[config.mk]
export PLATFORM = sky130hd
export DESIGN_NAME = opl3_reg_wr_arbiter
export DESIGN_NICKNAME = d
export VERILOG_FILES = /design/src/rtl/opl3_pkg.sv /design/src/rtl/opl3_rr_arb.sv /design/src/rtl/opl3_reg_wr_arbiter.sv
export SDC_FILE = /design/constraint.sdc
export NUM_CORES = 1
export LEC_CHECK = 0
export BUFFER_PORTS_ARGS = -buffer_cell sky130_fd_sc_hd__buf_2
export CORE_MARGIN = 1.5
export CORE_UTILIZATION = 27
export CTS_BUF_LIST = sky130_fd_sc_hd__clkbuf_8
export DETAILED_ROUTE_END_ITERATION = 8
export SYNTH_ARGS = -nofsm -noshare
export SYNTH_HDL_FRONTEND = slang
export SYNTH_SLANG_ARGS = --single-unit
[constraint.sdc]
create_clock -name clk -period 2.75 [get_ports clk]
set_clock_uncertainty 0.1 [all_clocks]
set_input_delay 0.275 -clock clk [delete_from_list [all_inputs] [get_ports clk]]
set_output_delay 0.275 -clock clk [all_outputs]
set_load 0.05 [all_outputs]
[src/rtl/opl3_pkg.sv]
// ---------------------------------------------------------------------------
// opl3_pkg
// Shared types for the OPL3 register-write path.
//   opl3_reg_wr_t  : one register write (valid strobe + bank/address/data)
//   NUM_REG_WR_REQ : default number of requesters feeding the arbiter
//   rr_next_idx    : round-robin successor of an index, wrapping at n
// ---------------------------------------------------------------------------
package opl3_pkg;

    localparam int NUM_REG_WR_REQ = 2;

    typedef struct packed {
        logic       valid;
        logic       bank_num;
        logic [7:0] address;
        logic [7:0] data;
    } opl3_reg_wr_t;

    function automatic int unsigned rr_next_idx(input int unsigned idx,
                                                input int unsigned n);
        return (idx + 1 >= n) ? 0 : idx + 1;
    endfunction

endpackage

[src/rtl/opl3_rr_arb.sv]
// ---------------------------------------------------------------------------
// opl3_rr_arb
// Round-robin winner selection with a registered priority pointer.
// The winner is the first set bit of i_valid found scanning upward from the
// pointer, wrapping NUM_REQ-1 -> 0. When i_advance is strobed the pointer
// moves to the slot just after the current winner; otherwise it holds.
//
// Ports
//   clk       in   clock, all state on posedge
//   reset     in   synchronous active-high reset (pointer -> 0)
//   i_valid   in   [NUM_REQ] request-valid vector
//   i_advance in   winner was accepted this cycle
//   o_grant   out  [NUM_REQ] one-hot (or zero) winner, combinational
//   o_ptr     out  current round-robin pointer
// ---------------------------------------------------------------------------
module opl3_rr_arb
    import opl3_pkg::*;
#(
    parameter int NUM_REQ = NUM_REG_WR_REQ
) (
    input  logic                       clk,
    input  logic                       reset,
    input  logic [NUM_REQ-1:0]         i_valid,
    input  logic                       i_advance,
    output logic [NUM_REQ-1:0]         o_grant,
    output logic [$clog2(NUM_REQ)-1:0] o_ptr
);

    localparam int PW = $clog2(NUM_REQ);
    // one extra bit so ptr+offset cannot overflow before the modulo fold
    localparam int SW = PW + 1;

    logic [PW-1:0] r_ptr;
    logic [SW-1:0] w_sum;
    logic [PW-1:0] w_idx;
    logic [PW-1:0] w_win_idx;
    logic          w_found;

    always_comb begin
        o_grant   = '0;
        w_sum     = '0;
        w_idx     = '0;
        w_win_idx = '0;
        w_found   = 1'b0;
        for (int unsigned off = 0; off < NUM_REQ; off++) begin
            w_sum = SW'(r_ptr) + SW'(off);
            if (w_sum >= SW'(NUM_REQ)) begin
                w_sum = w_sum - SW'(NUM_REQ);
            end
            w_idx = w_sum[PW-1:0];
            if (!w_found && i_valid[w_idx]) begin
                w_found   = 1'b1;
                w_win_idx = w_idx;
            end
        end
        if (w_found) begin
            o_grant[w_win_idx] = 1'b1;
        end
    end

    always_ff @(posedge clk) begin
        if (reset) begin
            r_ptr <= '0;
        end else if (i_advance && w_found) begin
            r_ptr <= PW'(rr_next_idx(32'(w_win_idx), NUM_REQ));
        end
    end

    assign o_ptr = r_ptr;

endmodule

[src/rtl/opl3_reg_wr_arbiter.sv]
// ---------------------------------------------------------------------------
// opl3_reg_wr_arbiter
// Merges NUM_REQ register-write streams into one paced write stream for the
// OPL3 register file. Requesters are served round-robin; after each accepted
// write a gap counter blocks further acceptances so that successive output
// pulses are at least MIN_GAP_CYCLES clocks apart.
//
// Ports
//   clk          in   clock, all state on posedge
//   reset        in   synchronous active-high reset
//   req_wr       in   [NUM_REQ] per-requester write (valid + payload)
//   req_ready    out  [NUM_REQ] accept; transfer when valid && ready
//   opl3_reg_wr  out  registered write, .valid is a one-cycle pulse,
//                     payload holds its last value between pulses
//   idle         out  no write in flight and gap counter at zero
// ---------------------------------------------------------------------------
module opl3_reg_wr_arbiter
    import opl3_pkg::*;
#(
    parameter int NUM_REQ        = NUM_REG_WR_REQ,
    parameter int MIN_GAP_CYCLES = 4
) (
    input  logic               clk,
    input  logic               reset,
    input  opl3_reg_wr_t       req_wr [NUM_REQ],
    output logic [NUM_REQ-1:0] req_ready,
    output opl3_reg_wr_t       opl3_reg_wr,
    output logic               idle
);

    localparam int CW = $clog2(MIN_GAP_CYCLES);
    localparam logic [CW-1:0] GAP_LOAD = CW'(MIN_GAP_CYCLES - 1);

    localparam logic ST_IDLE = 1'b0;
    localparam logic ST_GAP  = 1'b1;

    logic                       r_state;
    logic [CW-1:0]              r_gap_cnt;
    opl3_reg_wr_t               r_out;

    logic [NUM_REQ-1:0]         w_valid;
    logic [NUM_REQ-1:0]         w_grant;
    logic [$clog2(NUM_REQ)-1:0] w_unused_rr_ptr;
    logic                       w_accept;
    opl3_reg_wr_t               w_sel;

    always_comb begin
        w_valid = '0;
        for (int unsigned i = 0; i < NUM_REQ; i++) begin
            w_valid[i] = req_wr[i].valid;
        end
    end

    // pointer output is only of interest for observation at this level
    opl3_rr_arb #(
        .NUM_REQ (NUM_REQ)
    ) u_rr_arb (
        .clk       (clk),
        .reset     (reset),
        .i_valid   (w_valid),
        .i_advance (w_accept),
        .o_grant   (w_grant),
        .o_ptr     (w_unused_rr_ptr)
    );

    // the grant is already qualified by valid, so only pacing and reset gate it
    assign req_ready = (r_state == ST_IDLE && !reset) ? w_grant : '0;
    assign w_accept  = |req_ready;

    // payload only reaches registers, never an output, through this mux;
    // the winner's .valid is 1 by construction of the grant
    always_comb begin
        w_sel = '0;
        for (int unsigned i = 0; i < NUM_REQ; i++) begin
            if (w_grant[i]) begin
                w_sel = req_wr[i];
            end
        end
    end

    always_ff @(posedge clk) begin
        if (reset) begin
            r_state   <= ST_IDLE;
            r_gap_cnt <= '0;
            r_out     <= '0;
        end else begin
            r_out.valid <= 1'b0;
            if (w_accept) begin
                r_out     <= w_sel;
                r_gap_cnt <= GAP_LOAD;
                r_state   <= ST_GAP;
            end else if (r_gap_cnt != '0) begin
                r_gap_cnt <= r_gap_cnt - 1'b1;
                if (r_gap_cnt == CW'(1)) begin
                    r_state <= ST_IDLE;
                end
            end
        end
    end

    assign opl3_reg_wr = r_out;
    assign idle        = (r_gap_cnt == '0) && !r_out.valid;

endmodule

==> flow_summary_export.csv, run 1 <==
group,metric,value,unit
die,core-area,3770,um^2
detailed_routing,vias_per_cell,4.66,
power,cellPowerDensity,757,nW/um^2
synth,synth-seq-cells,22,
critical_path,arrival,1490,ps
critical_path,r2r_slack,1450,ps
clocking,clk_latency,270,ps
synth,synth_ff_type,"dfxtp_1",
clocking,cts.sinks,22,
detailed_routing,ant_nets,0,
placement,port_buffers,58,
timing,finalCriticalPeriod,1860,ps
global_routing,antenna_found_initial,0,
synth,synthArstFlopShare,0,%
critical_path,crit_type,"reg -> out",
timing,setup_viol,0,
timing,setup_tns,0,ps
clocking,numCtsBuffers,3,
detailed_routing,vias,970,
detailed_routing,drtIter0Drc,42,
timing,fin_crit_sh,67.6,%
detailed_routing,drc,0,
critical_path,critical-path-max-stage-delay,420,ps
clocking,cts.clk_slew.worst_paths,80,ps
placement,pre_cts_ws,961,ps
synth,synth_area_leader_cell,"dfxtp_1",
synth,synth_edf_count,0,
timing,clock.fmax,0.538,GHz
synth,postSynthCellCount,104,
finish,register_area,440,um^2
timing,fin_ws,890,ps
synth,syn_avg_cell_area,10.5,um^2
timing,whs,170,ps
clocking,tritoncts,"built",
clocking,hold_buffers,0,
finish,nNetsFinal,201,
placement,dp.final_hpwl,2050,um
clocking,h-tree-depth,1,
finish,multiInputGateArea,563,um^2
timing,finalHoldViolations,0,
clocking,cts_root_buf,"clkbuf_8",
synth,syn_area,1090,um^2
die,io_pins,59,
critical_path,crit_path_top_delay_cell,"a21boi_4",
global_routing,grt-ovfl-total,0,
finish,syn_to_final_growth,33.0,%
die,dieArea,4420,um^2
detailed_routing,dr.pass1.iters,4,
critical_path,path_cells,"a21boi_4 -> and2_1 -> buf_2",
die,rows,22,
synth,yosysWarnings,0,
die,die_x,66.5,um
synth,yosys.area.top_type_share,40.5,%
clocking,post_cts_resize_count,0,
critical_path,cp-end-kind,"output pin",
synth,yosysUniqueCellTypes,22,
die,die_h,66.5,um
synth,synth-seq-area-share,40.5,%
critical_path,worst-path-max-fanout,18,
clocking,ctsLongestPathBuffers,2,
clocking,post-cts-setup-buffers,0,
timing,slew_violations,0,
job,maxCapViolCount,0,
timing,rsz0062_at_grt,"no",
power,leakagePower,0.741,nW
finish,drive_gt1_share,42.5,%
die,start_util,28.8,%
finish,nFillCells,377,
hold_path,hp-class,"in -> reg",
timing,worst_slew_pin_slew,466,ps
global_routing,grt_pass1_wl,4310,um
global_routing,grt_max_degree,23,
critical_path,critPathRequiredTime,2380,ps
global_routing,grt_pass1_vias,912,
power,ir_worst_vdd,268,uV
synth,syn_nets,144,
finish,num_antenna_cells,0,
detailed_routing,drt_wl_total,2760,um
timing,max-slew-margin-rel,68.9,%
outcome,status,"completed",
placement,gp_congestion,0.715,
global_routing,track_usage,13.1,%
detailed_routing,wl_per_cell,13.3,um
synth,yosys-top-cells-area,"dfxtp_1 (41%), mux2i_1 (16%), a32oi_1 (14%)",
critical_path,cp-start-kind,"flip-flop",
[where the power goes]
| part | internal, mW | leakage (nW) | switching [mW] |
|---|---|---|---|
| clock | 0.128 | 0.0288 | 0.113 |
| sequential | 0.376 | 0.182 | 0.0328 |
| combinational | 0.146 | 0.531 | 0.299 |
[cells by family after synthesis]
logic type / after synthesis / synth area share [%]
AO/OA/AOI/OAI: 25 / 19.2
XOR/XNOR: 1 / 0.806
adder cells (fa/ha/maj): 2 / 2.30
buffers and inverters: 13 / 8.05
flip-flops: 22 / 40.5
multiplexers: 17 / 15.6
AND/OR/NAND/NOR: 24 / 13.5
[layout by cell type (no fill, tap or decap), types with 2 or more instances in the layout]
master,n
nor2b_1,2
buf_2,58
a21oi_1,3
clkbuf_8,4
inv_1,4
buf_4,3
dfxtp_1,22
a32oi_1,17
nand2b_1,18
nor2_1,2
ha_1,2
mux2i_1,17
[state kept, by name (all words and copies together) (netlist names)]
signal          flops
r_gap_cnt           2
r_state             1
u_rr_arb.o_ptr      1
opl3_reg_wr        18
[final cells by class]
cell class / count / share of cell area [%]
Clock buffer: 4 / 3.81
Sequential cell: 22 / 30.4
Tap cell: 48 / 4.15
Inverter: 4 / 1.04
Multi-Input combinational cell: 69 / 38.9
Timing Repair Buffer: 61 / 21.6
[cells in the mapped netlist (2+ instances only)]
master,n
a21oi_1,3
a32oi_1,17
buf_4,3
buf_6,2
clkbuf_1,2
dfxtp_1,22
ha_1,2
inv_1,4
mux2i_1,17
nand2b_1,18
nor2_1,2
nor2b_1,2
[worst paths after layout]
path / from / end / cells after the start
max: u_rr_arb.o_ptr / req_ready[0] / 3
min: req_wr[20] / opl3_reg_wr[2] / 3
max reg2reg: r_state / opl3_reg_wr[13] / 4
min reg2reg: opl3_reg_wr[8] / opl3_reg_wr[8] / 2
[critical path: cells and delay by family (launching register included)]
kind	cells	cell delay, ps
flip-flops	1	350
buffers and inverters	1	250
AND/OR/NAND/NOR	1	190
AO/OA/AOI/OAI	1	420
[layer usage]
layer / routed length [um] / vias to the layer above / track usage [%]
met1: 1250 / 445 / 16.1
met3: 115 / 5 / 1.86
li1: - / 494 / -
met4: 63 / 0 / 7.65
met2: 1330 / 26 / 21.5
met5: 0 / - / 0
[per-stage QoR]
| step | power, mW | instances | util [%] | cell area [um^2] |
|---|---|---|---|---|
| 2_1_floorplan | 0.762 | 104 | - | 1090 |
| 3_3_place_gp | 0.851 | 204 | 36.9 | 1390 |
| 3_5_place_dp | 0.866 | 204 | 36.9 | 1390 |
| 4_1_cts | 1.11 | 208 | 38.4 | 1450 |
| 5_1_grt | 1.16 | 208 | 38.4 | 1450 |
| 6_report | 1.10 | 208 | 38.4 | 1450 |
Power figures use the tool's default switching activity.
==> run 2: changes to the inputs <==
==> constraint.sdc (replaced) <==
create_clock -name clk -period 1.55 [get_ports clk]
set_clock_uncertainty 0.1 [all_clocks]
set_input_delay 0.155 -clock clk [delete_from_list [all_inputs] [get_ports clk]]
set_output_delay 0.155 -clock clk [all_outputs]
set_load 0.05 [all_outputs]
==> flow_summary_export.csv, run 2 (synthesis gave the netlist of run 1 again) <==
group,metric,value,unit
outcome,status,"completed",
critical_path,cp_top_family,"simple AND/OR/NAND/NOR gates",
placement,port_buffers,58,
timing,finalCriticalPeriod,1470,ps
finish,multiInputGateArea,578,um^2
critical_path,crit_path_top_delay_cell,"dfxtp_1",
finish,layout.cells.most_common,"buf_2",
timing,finalHoldViolations,0,
critical_path,crit_type,"reg -> out",
die,rows,22,
timing,fin_crit_sh,94.6,%
die,start_util,28.8,%
job,maxCapViolCount,0,
timing,setup_tns,0,ps
timing,rsz0062_at_grt,"no",
detailed_routing,vias_per_cell,4.84,
die,dieArea,4420,um^2
clocking,cts.sinks,22,
clocking,h-tree-depth,1,
critical_path,critical_path_buf_inv_count,1,
placement,dp.final_hpwl,2200,um
die,core-area,3770,um^2
finish,largest_reg_flops,18,
detailed_routing,drtIter0Drc,37,
power,ir_worst_vdd,464,uV
clocking,numCtsBuffers,3,
power,cellPowerDensity,1410,nW/um^2
clocking,tritoncts,"built",
timing,fin_ws,83.3,ps
critical_path,cp-start-kind,"flip-flop",
placement,placed_area,1430,um^2
detailed_routing,drt_wl_total,2980,um
die,die_x,66.5,um
finish,drive_gt1_share,46.7,%
global_routing,antenna_found_initial,0,
detailed_routing,dr.pass1.iters,4,
clocking,clk_latency,260,ps
detailed_routing,wl_per_cell,14.0,um
die,io_pins,59,
critical_path,cp-end-kind,"output pin",
critical_path,critPathRequiredTime,1290,ps
critical_path,worst-path-max-fanout,3,
timing,setup_viol,0,
finish,final_area,1520,um^2
detailed_routing,ant_nets,0,
global_routing,grt_pass1_vias,1031,
finish,syn_to_final_growth,40.0,%
clocking,ctsLongestPathBuffers,2,
global_routing,track_usage,14.1,%
timing,worst_slew_pin_slew,294,ps
timing,slew_violations,0,
timing,whs,58.9,ps
global_routing,grt_max_degree,22,
finish,nFillCells,364,
die,die_h,66.5,um
global_routing,grt_pass1_wl,4680,um
critical_path,critical-path-max-stage-delay,320,ps
finish,layout_common_cells,"buf_2 (56), dfxtp_1 (20), nand2b_1 (18)",
finish,num_antenna_cells,0,
detailed_routing,vias,1031,
finish,register_area,443,um^2
detailed_routing,drc,0,
clocking,cts.clk_slew.worst_paths,90,ps
global_routing,grt-ovfl-total,0,
timing,max-slew-margin-rel,80.4,%
placement,gp_congestion,0.701,
finish,nNetsFinal,206,
finish,final_util,40.4,%
power,leakagePower,0.775,nW
critical_path,path_cells,"nor2_1 -> and2_1 -> buf_2",
placement,pre_cts_ws,269,ps
hold_path,hp-class,"in -> reg",
timing,clock.fmax,0.682,GHz
critical_path,arrival,1210,ps
clocking,cts_root_buf,"clkbuf_8",
[run 2: where the power goes]
| group | internal [mW] | switching [mW] |
|---|---|---|
| registers | 0.672 | 0.0604 |
| clock network | 0.345 | 0.195 |
| logic | 0.314 | 0.559 |
| total | 1.33 | 0.814 |
[run 2: layout make-up]
cell class	count	area share (%)
clock buffers	3	2.71
clock inverters	1	1.97
inverters	4	0.986
multi-input cells	69	38.0
flip-flops and latches	22	29.1
well taps	48	3.94
repair buffers	66	23.3
[run 2: worst register-to-register path, delay by kind of cell (launching register included)]
kind,cells,cell delay [ps]
AND/OR/NAND/NOR,1,180
AO/OA/AOI/OAI,1,200
flip-flops,1,350
buffers and inverters,1,180
multiplexers,1,100
[run 2: worst paths after layout]
check                       from         endpoint  slack (ps)  cells past startpoint
setup reg to reg  u_rr_arb.o_ptr  opl3_reg_wr[16]         320                      4
hold / removal        req_wr[27]   opl3_reg_wr[9]          60                      3
setup / recovery         r_state     req_ready[0]          80                      3
hold reg to reg   opl3_reg_wr[9]   opl3_reg_wr[9]         380                      2
[run 2: through the flow]
| step | total power, mW | instances |
|---|---|---|
| after CTS | 2.13 | 213 |
| after detailed placement | 1.56 | 209 |
| after global routing | 2.28 | 213 |
| after floorplan | 1.36 | 104 |
| after global placement | 1.53 | 209 |
| final | 2.14 | 213 |
[run 2: per-layer routing]
layer | GRT usage (%) | wire (um)
met1 | 15.4 | 1220
met2 | 26.4 | 1570
met3 | 1.18 | 122
met4 | 7.91 | 65
met5 | 0 | 0
[run 2: what timing repair did]
item	in CTS	in global routing
setup buffers	0	0
setup endpoints to repair	2	2
hold buffers	0	0
gates cloned	0	0
resized for setup	3	3
==> run 3: changes to the inputs <==
--- a/config.mk
+++ b/config.mk
@@ -10,6 +10,7 @@
 export CORE_UTILIZATION = 27
 export CTS_BUF_LIST = sky130_fd_sc_hd__clkbuf_8
 export DETAILED_ROUTE_END_ITERATION = 8
+export SKIP_LAST_GASP = 1
 export SYNTH_ARGS = -nofsm -noshare
 export SYNTH_HDL_FRONTEND = slang
 export SYNTH_SLANG_ARGS = --single-unit
==> constraint.sdc (replaced) <==
create_clock -name clk -period 1.85 [get_ports clk]
set_clock_uncertainty 0.1 [all_clocks]
set_input_delay 0.185 -clock clk [delete_from_list [all_inputs] [get_ports clk]]
set_output_delay 0.185 -clock clk [all_outputs]
set_load 0.05 [all_outputs]
==> flow_summary_export.csv, run 3 (synthesis gave the netlist of run 1 again) <==
group,metric,value,unit
detailed_routing,vias,1014,
detailed_routing,ant_nets,0,
timing,max-slew-margin-rel,52.9,%
finish,drive_gt1_share,43.2,%
critical_path,cp-start-kind,"flip-flop",
timing,rsz0062_at_grt,"no",
clocking,tritoncts,"built",
critical_path,r2r_slack,520,ps
detailed_routing,wl_per_cell,13.5,um
global_routing,antenna_found_initial,0,
clocking,cts_root_buf,"clkbuf_8",
clocking,hold_buffers,0,
power,ir_worst_vdd,328,uV
detailed_routing,drc,0,
timing,setup_tns,0,ps
timing,finalHoldViolations,0,
timing,slew_violations,0,
critical_path,crit_cells,3,
detailed_routing,vias_per_cell,4.83,
clocking,ctsLongestPathBuffers,2,
global_routing,grt-ovfl-total,0,
critical_path,critical-path-max-stage-delay,360,ps
job,maxCapViolCount,0,
placement,gp_congestion,0.750,
clocking,clk_latency,270,ps
critical_path,r2r_start,"r_state",
finish,largest_reg_flops,18,
global_routing,met1_usage,16.2,%
clocking,cts.clk_slew.worst_paths,80,ps
finish,syn_to_final_growth,35.6,%
timing,setup_viol,0,
timing,whs,77.8,ps
finish,layout_common_cells,"buf_2 (58), dfxtp_1 (22), nand2b_1 (18)",
clocking,cts.sinks,22,
power,leakagePower,0.757,nW
detailed_routing,drt_wl_total,2830,um
critical_path,cp-end-kind,"output pin",
die,die_h,66.5,um
clocking,post-cts-setup-buffers,0,
placement,dp.final_hpwl,2100,um
finish,layout.cells.most_common,"buf_2",
critical_path,cp_top_family,"flip-flops",
global_routing,grt_use_met3,1.52,%
clocking,h-tree-depth,1,
finish,nFillCells,377,
global_routing,track_usage,14.2,%
critical_path,arrival,1350,ps
power,cellPowerDensity,1110,nW/um^2
critical_path,crit_type,"reg -> out",
die,io_pins,59,
clocking,post_cts_resize_count,0,
timing,clock.fmax,0.611,GHz
die,rows,22,
critical_path,crit_path_top_delay_cell,"dfxtp_1",
global_routing,grt_pass1_vias,1075,
timing,fin_crit_sh,88.4,%
critical_path,r2r_end,"opl3_reg_wr[3]",
die,die_x,66.5,um
placement,pre_cts_ws,274,ps
die,start_util,28.8,%
hold_path,hp-class,"in -> reg",
global_routing,use_met2,24.8,%
finish,num_antenna_cells,0,
critical_path,path_cells,"a21boi_4 -> and2_1 -> buf_2",
timing,fin_ws,214,ps
timing,worst_slew_pin_slew,707,ps
global_routing,grt_busiest_layer,"met2",
detailed_routing,dr.pass1.iters,4,
finish,nNetsFinal,203,
die,core-area,3770,um^2
global_routing,grt_pass1_wl,4690,um
power,total_power,1.64,mW
clocking,numCtsBuffers,3,
critical_path,critical_path_buf_inv_count,1,
placement,port_buffers,58,
critical_path,r2r_cells,4,
critical_path,critPathRequiredTime,1560,ps
die,dieArea,4420,um^2
critical_path,cp-startpoint,"u_rr_arb.o_ptr",
global_routing,grt_max_degree,22,
critical_path,endpoint,"req_ready[0]",
detailed_routing,drtIter0Drc,21,
timing,finalCriticalPeriod,1640,ps
outcome,status,"completed",
critical_path,worst-path-max-fanout,11,
run 3: power by group:
| group | leakage (nW) | total, mW | switching, mW | internal, mW |
|---|---|---|---|---|
| Sequential | 0.182 | 0.608 | 0.0491 | 0.559 |
| Clock | 0.0288 | 0.358 | 0.168 | 0.190 |
| Combinational | 0.547 | 0.676 | 0.448 | 0.228 |
run 3: worst min path at each step:
| stage | to | cells past startpoint | from |
|---|---|---|---|
| CTS | opl3_reg_wr[4] | 3 | req_wr[22] |
| global route | opl3_reg_wr[4] | 3 | req_wr[22] |
| detailed placement | opl3_reg_wr[4] | 3 | req_wr[22] |
| global placement | opl3_reg_wr[2] | 3 | req_wr[20] |
| finish | opl3_reg_wr[6] | 3 | req_wr[24] |
| floorplan | opl3_reg_wr[3] | 2 | req_wr[21] |
run 3: layer usage:
layer  vias up  part of all wire, %
met2        26                   50
met3         5                  3.9
met5         -                    0
li1        498                    -
met4         0                  2.8
met1       485                   43
run 3: per-stage QoR:
| step | area, um^2 | utilization [%] | instances |
|---|---|---|---|
| 2_1_floorplan | 1090 | - | 104 |
| 3_3_place_gp | 1420 | 37.6 | 206 |
| 3_5_place_dp | 1420 | 37.6 | 206 |
| 4_1_cts | 1470 | 39.1 | 210 |
| 5_1_grt | 1470 | 39.1 | 210 |
| 6_report | 1470 | 39.1 | 210 |
run 3: cell type report:
| cell class | instances | area [um^2] | share of cell area [%] |
|---|---|---|---|
| Inverter | 4 | 15.0 | 1.02 |
| Timing Repair Buffer | 63 | 340 | 23.1 |
| Sequential cell | 22 | 440 | 29.9 |
| Clock buffer | 4 | 55.1 | 3.74 |
| Multi-Input combinational cell | 69 | 563 | 38.2 |
| Tap cell | 48 | 60.1 | 4.07 |
run 3: worst reg2reg max path: cells and delay by family, from the launching register on:
kind,cells,cell delay [ps]
buffers and inverters,1,230
multiplexers,1,120
AND/OR/NAND/NOR,1,200
AO/OA/AOI/OAI,1,250
flip-flops,1,320
